==> src/rtl/drive_ramp_sched.sv <==
// Speed/gear sequencer between rpm_ctrl and dc_pwm_gen: ramps the applied level toward
// the request, brings the drive to rest and dwells before committing a gear, stops on estop.
module drive_ramp_sched #(
   parameter int RAMP_TICKS  = 50,
   parameter int DWELL_TICKS = 200,
   parameter int MAX_LEVEL   = 15
) (
   input  logic       clk,
   input  logic       rst_n,
   input  logic [3:0] target_level,
   input  logic [2:0] gear_req,
   input  logic       estop,
   output logic [3:0] speed_out,
   output logic [2:0] gear_out,
   output logic [2:0] state_out,
   output logic       busy
);

   typedef enum logic [2:0] {
      ST_IDLE     = 3'd0,
      ST_RUN      = 3'd1,
      ST_RAMP     = 3'd2,
      ST_SHIFT_DN = 3'd3,
      ST_DWELL    = 3'd4,
      ST_ESTOP    = 3'd5
   } state_e;

   // One counter serves both the step cadence and the dwell, so size it for the longer.
   localparam int TICK_MAX = (RAMP_TICKS > DWELL_TICKS) ? RAMP_TICKS : DWELL_TICKS;
   localparam int TICK_W   = $clog2(TICK_MAX + 1);
   localparam logic [TICK_W-1:0] RAMP_LAST  = TICK_W'(RAMP_TICKS - 1);
   localparam logic [TICK_W-1:0] DWELL_LAST = TICK_W'(DWELL_TICKS - 1);
   localparam logic [3:0]        MAX_LVL    = 4'(MAX_LEVEL);

   state_e            state_q, state_d;
   logic [3:0]        speed_q, speed_d;
   logic [2:0]        gear_q, gear_d;
   logic [2:0]        pend_q, pend_d;
   logic [TICK_W-1:0] tick_q, tick_d;
   logic              busy_q, busy_d;

   logic [3:0] tgt;
   logic       ramp_step;
   logic       dwell_done;

   assign tgt        = (target_level > MAX_LVL) ? MAX_LVL : target_level;
   assign ramp_step  = (tick_q == RAMP_LAST);
   assign dwell_done = (tick_q == DWELL_LAST);

   always_comb begin
      // NOTE: every signal written here gets a default first, so no path can infer a latch.
      state_d = state_q;
      speed_d = speed_q;
      gear_d  = gear_q;
      pend_d  = pend_q;
      tick_d  = '0;

      if (estop) begin
         state_d = ST_ESTOP;
         speed_d = '0;
      end else begin
         case (state_q)
            ST_ESTOP: state_d = ST_IDLE;

            ST_IDLE, ST_RUN, ST_RAMP: begin
               if (gear_req != gear_q) begin
                  pend_d  = gear_req;
                  state_d = (speed_q == '0) ? ST_DWELL : ST_SHIFT_DN;
               end else if (state_q == ST_IDLE) begin
                  if (tgt != '0) state_d = ST_RAMP;
               end else if (state_q == ST_RUN) begin
                  if (tgt != speed_q) state_d = ST_RAMP;
               end else if (ramp_step) begin
                  // Direction is re-evaluated at every step, so a new target just redirects.
                  if (tgt > speed_q)      speed_d = speed_q + 4'd1;
                  else if (tgt < speed_q) speed_d = speed_q - 4'd1;
                  if (speed_d == tgt) state_d = (tgt == '0) ? ST_IDLE : ST_RUN;
               end else begin
                  tick_d = tick_q + TICK_W'(1);
               end
            end

            ST_SHIFT_DN: begin
               pend_d = gear_req;
               if (ramp_step) begin
                  speed_d = (speed_q != '0) ? speed_q - 4'd1 : '0;
                  if (speed_d == '0) state_d = ST_DWELL;
               end else begin
                  tick_d = tick_q + TICK_W'(1);
               end
            end

            ST_DWELL: begin
               pend_d  = gear_req;
               speed_d = '0;
               if (dwell_done) begin
                  gear_d  = pend_q;
                  state_d = (tgt != '0) ? ST_RAMP : ST_IDLE;
               end else begin
                  tick_d = tick_q + TICK_W'(1);
               end
            end

            default: state_d = ST_IDLE;
         endcase
      end

      if (state_d != state_q) tick_d = '0;

      busy_d = (state_d == ST_RAMP) || (state_d == ST_SHIFT_DN) ||
               (state_d == ST_DWELL) || (state_d == ST_ESTOP);
   end

   // NOTE: state registers use non-blocking assignments so every flop samples pre-edge values.
   always_ff @(posedge clk) begin
      if (!rst_n) begin
         state_q <= ST_IDLE;
         speed_q <= '0;
         gear_q  <= '0;
         pend_q  <= '0;
         tick_q  <= '0;
         busy_q  <= 1'b0;
      end else begin
         state_q <= state_d;
         speed_q <= speed_d;
         gear_q  <= gear_d;
         pend_q  <= pend_d;
         tick_q  <= tick_d;
         busy_q  <= busy_d;
      end
   end

   assign speed_out = speed_q;
   assign gear_out  = gear_q;
   assign state_out = state_q;
   assign busy      = busy_q;

endmodule

==> config.mk <==
export PLATFORM = sky130hd
export DESIGN_NAME = drive_ramp_sched
export DESIGN_NICKNAME = d
export VERILOG_FILES = /design/src/rtl/drive_ramp_sched.sv
export SDC_FILE = /design/constraint.sdc
export NUM_CORES = 1
export LEC_CHECK = 0
export ABC_AREA = 1
export CAP_MARGIN = 20
export CORE_UTILIZATION = 61
export CTS_CLUSTER_SIZE = 24
export DETAILED_ROUTE_END_ITERATION = 10
export PLACE_DENSITY = 0.9
export SYNTH_ARGS = -nofsm -noshare
export SYNTH_HDL_FRONTEND = slang
export SYNTH_SLANG_ARGS = --single-unit
==> constraint.sdc <==
create_clock -name clk -period 5.5 [get_ports clk]
set_clock_uncertainty 0.15 [all_clocks]
set_input_delay 1.1 -clock clk [delete_from_list [all_inputs] [get_ports clk]]
set_output_delay 1.1 -clock clk [all_outputs]
set_load 0.01 [all_outputs]
==> results.cfg, run 1 <==
[outcome]
status = finished with violations
failed_checks = design-rule violations

[synth]
ys_types = 36
yosys_register_bits = 22
synthesis.area_um2 = 1890
postSynthCellCount = 269
synth-compound-area-share_pct = 9.62
yosys-mux-area-fraction_pct = 0
synth_top_area_share_pct = 23.3
ys_warn_count = 0
synth_fa_ha_area_share_pct = 5.31
syn_nets = 287
yosysSeqAreaShare_pct = 23.3
synth_area_leaders = dfxtp_1 23%, nand2_1 9.4%, inv_1 7.8%
synth_top_area_cell = dfxtp_1
avgSynthCellArea_um2 = 7.01
synth_simple_gate_area_share_pct = 47.7
synth_top_family_by_area = simple AND/OR/NAND/NOR gates
synth-xor-area-share_pct = 3.25

[global_routing]
grt_use_total_pct = 28.5
grt_max_degree = 14
grt_pass1_wl_mm = 7.38
antenna_found_initial = 0
grt_pass1_vias = 1649
gr-total-overflow = 0

[power_and_ir_drop]
p_sw_share_pct = 32.1
total_power_uw = 418
power.density_nw_per_um2 = 193
seqPwrFrac_pct = 41.0
p_leak_nw = 0.925
p_clk_share_pct = 29.6
intPower_uw = 284
comb_power_share_pct = 29.4
ir_drop_uv = 224
p_sw_uw = 134

[worst_setup_path]
worstPathRequired_ps = 5600
endpoint_kind = flip-flop
critPathKind = in2reg
path_buf_inv = 3
critPathLaunchType = primary input
cp_slowest_cell = clkdlybuf4s50_1
arrival_ps = 3570
crit_path_cell_trace = clkdlybuf4s50_1 -> inv_1 -> ha_1 -> nand3_4 -> clkinv_4 -> nand2_2 -> nand2_1 -> nand3_2 -> nand3_2 -> nor2_4 -> nand2_2 -> nand2_1 -> nand2_1 -> nand3_1 -> o211ai_2 -> nor2_4 -> nand3_4 -> nor3_2
slowest_delay_ps = 520
crit_family = simple AND/OR/NAND/NOR gates
worst_path_most_repeated_cell = nand2_1
crit_fanout = 8

[finish]
layout_commonest_cell = nand2_1
final_cell_mix = 47 x nand2_1, 39 x inv_1, 31 x nor2_1
fin_area_um2 = 2170
nets = 311
area_growth_pct = 14.9
multi_input_area_um2 = 1240
antennaDiodeCount = 0
drive_above_1_share_pct = 21.6
seqCellArea_um2 = 440
num-fill-cells = 212

[timing]
fin_setup_tns_ps = 0
hold_viol = 0
slew_violations = 0
layout_setup_ws_ps = 2030
setup_viol = 0
tightest_slew_ps = 641
slew_headroom_pct = 56.8
period_share_pct = 63.0
period_needed_ps = 3470
rsz0062_at_grt = no
timing.fmax_mhz = 288

[clock_tree]
postCtsHoldBufs = 0
post-cts-setup-buffer-count = 0
cts_root_buffer = clkbuf_4
cts-buffers-inserted = 3
clk_path_buf_depth = 2
h-tree-depth = 1
cts_tree = built
cts_sinks = 22
cts-resized-gates = 0
clkTransAtPathRegs_ps = 120
clock_latency_ps = 310

[run]
cap_viol_max_count = 0

[die]
core_um2 = 2850
fp.dieArea_um2 = 3320
initial_core_util_pct = 66.1
die_h_um = 57.6
boundaryPins = 21
rows = 19
fp.dieW_um = 57.6

[route]
drc = 1
ant_nets = 0
num_vias = 1815
routed_via_density = 5.62
drt_iter0_markers = 127
wl_per_cell_um = 13.1
drtPass1Iterations = 7
drt_wl_total_mm = 4.25

[place]
gp_congestion = 0.904
hpwl_mm = 3.29
io_buffers = 20
pre_cts_ws_ps = 1700
postPlaceCellArea_um2 = 2110

[worst_hold_path]
hp-class = reg2reg
-- cell families after synthesis --
family | after synthesis
and+or+nand+nor | 153
AOI/OAI and AO/OA | 29
adders and majority gates | 8
DFF | 22
xor gates and xnor gates | 7
buffers and inverters | 50
-- registers in the layout, summed over array words and instances (netlist names) --
signal and flops:
gear_out 3, busy 1, state_out 3, speed_out 4
pend_q 3, tick_q 8
-- layer usage --
metal	wire [um]	part of all wire, %	global-route usage (%)
met5	0	0	0
met4	99	2.3	11.1
met3	256	6.0	4.46
met2	1860	44	44.2
met1	2030	48	39.8
-- layout make-up --
class,count,share of cell area [%]
clock buffers,3,1.04
clock inverters,1,1.39
inverters,49,8.83
multi-input cells,197,57.4
flip-flops and latches,22,20.3
well taps,31,1.79
repair buffers,20,9.24
-- through the flow --
step | util (%) | cells | hold slack (ps)
after floorplan | - | 269 | 279
after global placement | 74.1 | 319 | 291
after detailed placement | 74.1 | 319 | 295
after CTS | 76.0 | 323 | 320
after global routing | 76.0 | 323 | 364
final | 76.0 | 323 | 318
-- power groups by stage --
stage / Sequential, mW / Combinational, mW / Clock (mW)
3_3_place_gp: 0.175 / 0.118 / 0
2_1_floorplan: 0.174 / 0.0875 / 0
4_1_cts: 0.171 / 0.121 / 0.127
3_5_place_dp: 0.175 / 0.120 / 0
5_1_grt: 0.172 / 0.135 / 0.133
6_report: 0.171 / 0.123 / 0.123
-- cell usage after synthesis (all sizes together) --
cell / number
o32ai: 1
dfxtp: 22
xnor2: 5
or3: 1
nor4: 4
inv: 48
nand2: 60
o21ai: 10
xor2: 2
nand4: 7
buf: 1
a41oi: 1
clkinv: 1
ha: 8
o211ai: 1
a221oi: 1
a211oi: 5
or2: 4
a31oi: 1
nand3: 27
nand3b: 1
nor2: 35
a21oi: 9
nor3: 14
-- worst min-delay path, delay by kind of cell (launching register included) --
family,cells,cell delay [ps]
buffers and inverters,1,60
flip-flops,1,320
AO/OA/AOI/OAI,1,60
-- path summary, 6_finish.rpt --
path / cells past startpoint / start / slack [ps] / endpoint
max: 18 / target_level[0] / 2030 / tick_q[4]$_SDFF_PP0_
min: 2 / pend_q[1]$_SDFFE_PN0P_ / 320 / pend_q[1]$_SDFFE_PN0P_
max reg2reg: 19 / speed_out[1]$_SDFFE_PP0P_ / 2740 / tick_q[4]$_SDFF_PP0_
min reg2reg: 2 / pend_q[1]$_SDFFE_PN0P_ / 320 / pend_q[1]$_SDFFE_PN0P_
No activity file was read; power rests on OpenSTA's default activity.
==> inputs of run 2 (changes only) <==
Settings changed: CORE_UTILIZATION 61 to 56, PLACE_DENSITY 0.9 to 0.84.
Clock period 5.5 ns to 3.55 ns, I/O delays scaled along.
==> run 2 against run 1 <==
Against the previous run:
- design area did not move
- highest routed layer unchanged
- die area rose by 8.6%
- cell count rose by 4.0%
- core utilization fell by 6.7 points
- power rose by 43%
- first-iteration DRC count fell by 28%
- critical path depth rose by 4
- register-to-register slack got worse by 2000 ps
- largest power group unchanged
- the flow now finishes without violations
==> results.cfg, run 2 (synthesis results as in run 1) <==
[power_and_ir_drop]
comb_power_share_pct = 31.7
p_clk_share_pct = 23.8
p_sw_share_pct = 34.9
seqPwrFrac_pct = 44.6
p_leak_nw = 0.918
power.density_nw_per_um2 = 275
p_sw_uw = 208
ir_drop_uv = 273
intPower_uw = 388

[timing]
fin_setup_tns_ps = 0
tightest_slew_ps = 573
slew_violations = 0
slew_headroom_pct = 61.5
period_needed_ps = 3130
period_share_pct = 88.1
layout_setup_ws_ps = 423
timing.fmax_mhz = 320
rsz0062_at_grt = no
holdWs_ps = 327
setup_viol = 0
hold_viol = 0

[clock_tree]
clkTransAtPathRegs_ps = 130
cts_sinks = 22
h-tree-depth = 1
clk_path_buf_depth = 2
cts_root_buffer = clkbuf_4
cts-resized-gates = 0
post-cts-setup-buffer-count = 0
cts_tree = built
cts-buffers-inserted = 3
clock_latency_ps = 320
postCtsHoldBufs = 0

[global_routing]
grt_pass1_vias = 1646
grt_use_total_pct = 26.0
gr-total-overflow = 0
grt_max_degree = 13
grt_pass1_wl_mm = 7.05
antenna_found_initial = 0

[place]
gp_congestion = 0.992
hpwl_mm = 3.20
io_buffers = 20
pre_cts_ws_ps = 98.9
postPlaceCellArea_um2 = 2130

[outcome]
status = complete, no violations

[route]
drt_iter0_markers = 92
drc = 0
ant_nets = 0
routed_via_density = 5.35
num_vias = 1798
wl_per_cell_um = 12.5
drt_wl_total_mm = 4.20
drtPass1Iterations = 5

[finish]
layout_commonest_cell = nand2_1
top_register = tick_q
utilization_pct = 69.3
num-fill-cells = 245
largest_reg_flops = 8
area_growth_pct = 14.9
fin_area_um2 = 2170
final_cell_mix = 47 x nand2_1, 39 x inv_1, 31 x nor2_1
nets = 311
drive_above_1_share_pct = 21.6
antennaDiodeCount = 0

[worst_setup_path]
crit_fanout = 8
critPathLaunchType = primary input
rr_startpoint = speed_out[1]$_SDFFE_PP0P_
worstPathRequired_ps = 3620
reg2reg_slack_ps = 710
arrival_ps = 3190
startpoint = target_level[3]
endpoint_kind = flip-flop
critPathKind = in2reg

[die]
fp.dieW_um = 60.0
rows = 20
core_um2 = 3130
initial_core_util_pct = 60.3
die_h_um = 60.0
boundaryPins = 21
fp.dieArea_um2 = 3610

[worst_hold_path]
hp-class = reg2reg
holdCritStartpoint = pend_q[1]$_SDFFE_PN0P_

[run]
cap_viol_max_count = 0
==> run 2: final timing paths <==
kind                            cells after the start                endpoint
worst max-delay path                               22    tick_q[7]$_SDFF_PP0_
worst min-delay path                                2  pend_q[1]$_SDFFE_PN0P_
worst max register to register                     21    tick_q[0]$_SDFF_PP0_
worst min register to register                      2  pend_q[1]$_SDFFE_PN0P_
==> run 2: metrics by stage <==
step | std cells | power, mW
after floorplan | 269 | 0.406
after global placement | 332 | 0.454
after detailed placement | 332 | 0.456
after CTS | 336 | 0.593
after global routing | 336 | 0.625
final | 336 | 0.596
==> run 2: cell type report <==
cell class | instances | area, um2 | share of cell area [%]
clock buffer | 4 | 36.3 | 1.67
inverter | 49 | 191 | 8.83
multi-input combinational | 197 | 1240 | 57.4
sequential | 22 | 440 | 20.3
tap | 44 | 55.1 | 2.54
timing repair buffer | 20 | 200 | 9.24
==> run 2: power groups by stage <==
stage	sequential [mW]	clock, mW	combinational, mW
global placement	0.271	0	0.183
detailed placement	0.271	0	0.185
finish	0.266	0.142	0.189
global route	0.267	0.150	0.208
CTS	0.265	0.141	0.187
floorplan	0.270	0	0.136
==> run 2: worst max-delay path, cell delays in order <==
cell             delay (ps)
clkdlybuf4s50_1         480
ha_1                    350
nand2_1                 100
inv_2                    70
nand3_4                 100
clkinv_4                100
nand2_2                  80
nand2_1                  80
nand3_2                  90
nand3_2                 100
nor2_4                  150
nand2_2                  70
nand2_1                  50
nand2_1                  50
nand2_1                  50
nand2_1                  50
nand2_1                  60
nand2_2                  70
nand2_2                 100
nand2_2                  70
nand3_4                 140
nor3_2                   50
==> run 2: metal layers <==
metal / share of wire, % / vias to the layer above / GRT usage (%)
li1: - / 923 / -
met1: 51 / 810 / 37.1
met2: 42 / 58 / 39.0
met3: 5.5 / 7 / 3.90
met4: 1.5 / 0 / 10.3
met5: 0 / - / 0
==> inputs of run 3 (changes only) <==
Settings changed: CAP_MARGIN 20 to 15.
==> results of run 3 <==
No change in the layout: final DEF, timing and power equal those of run 2.
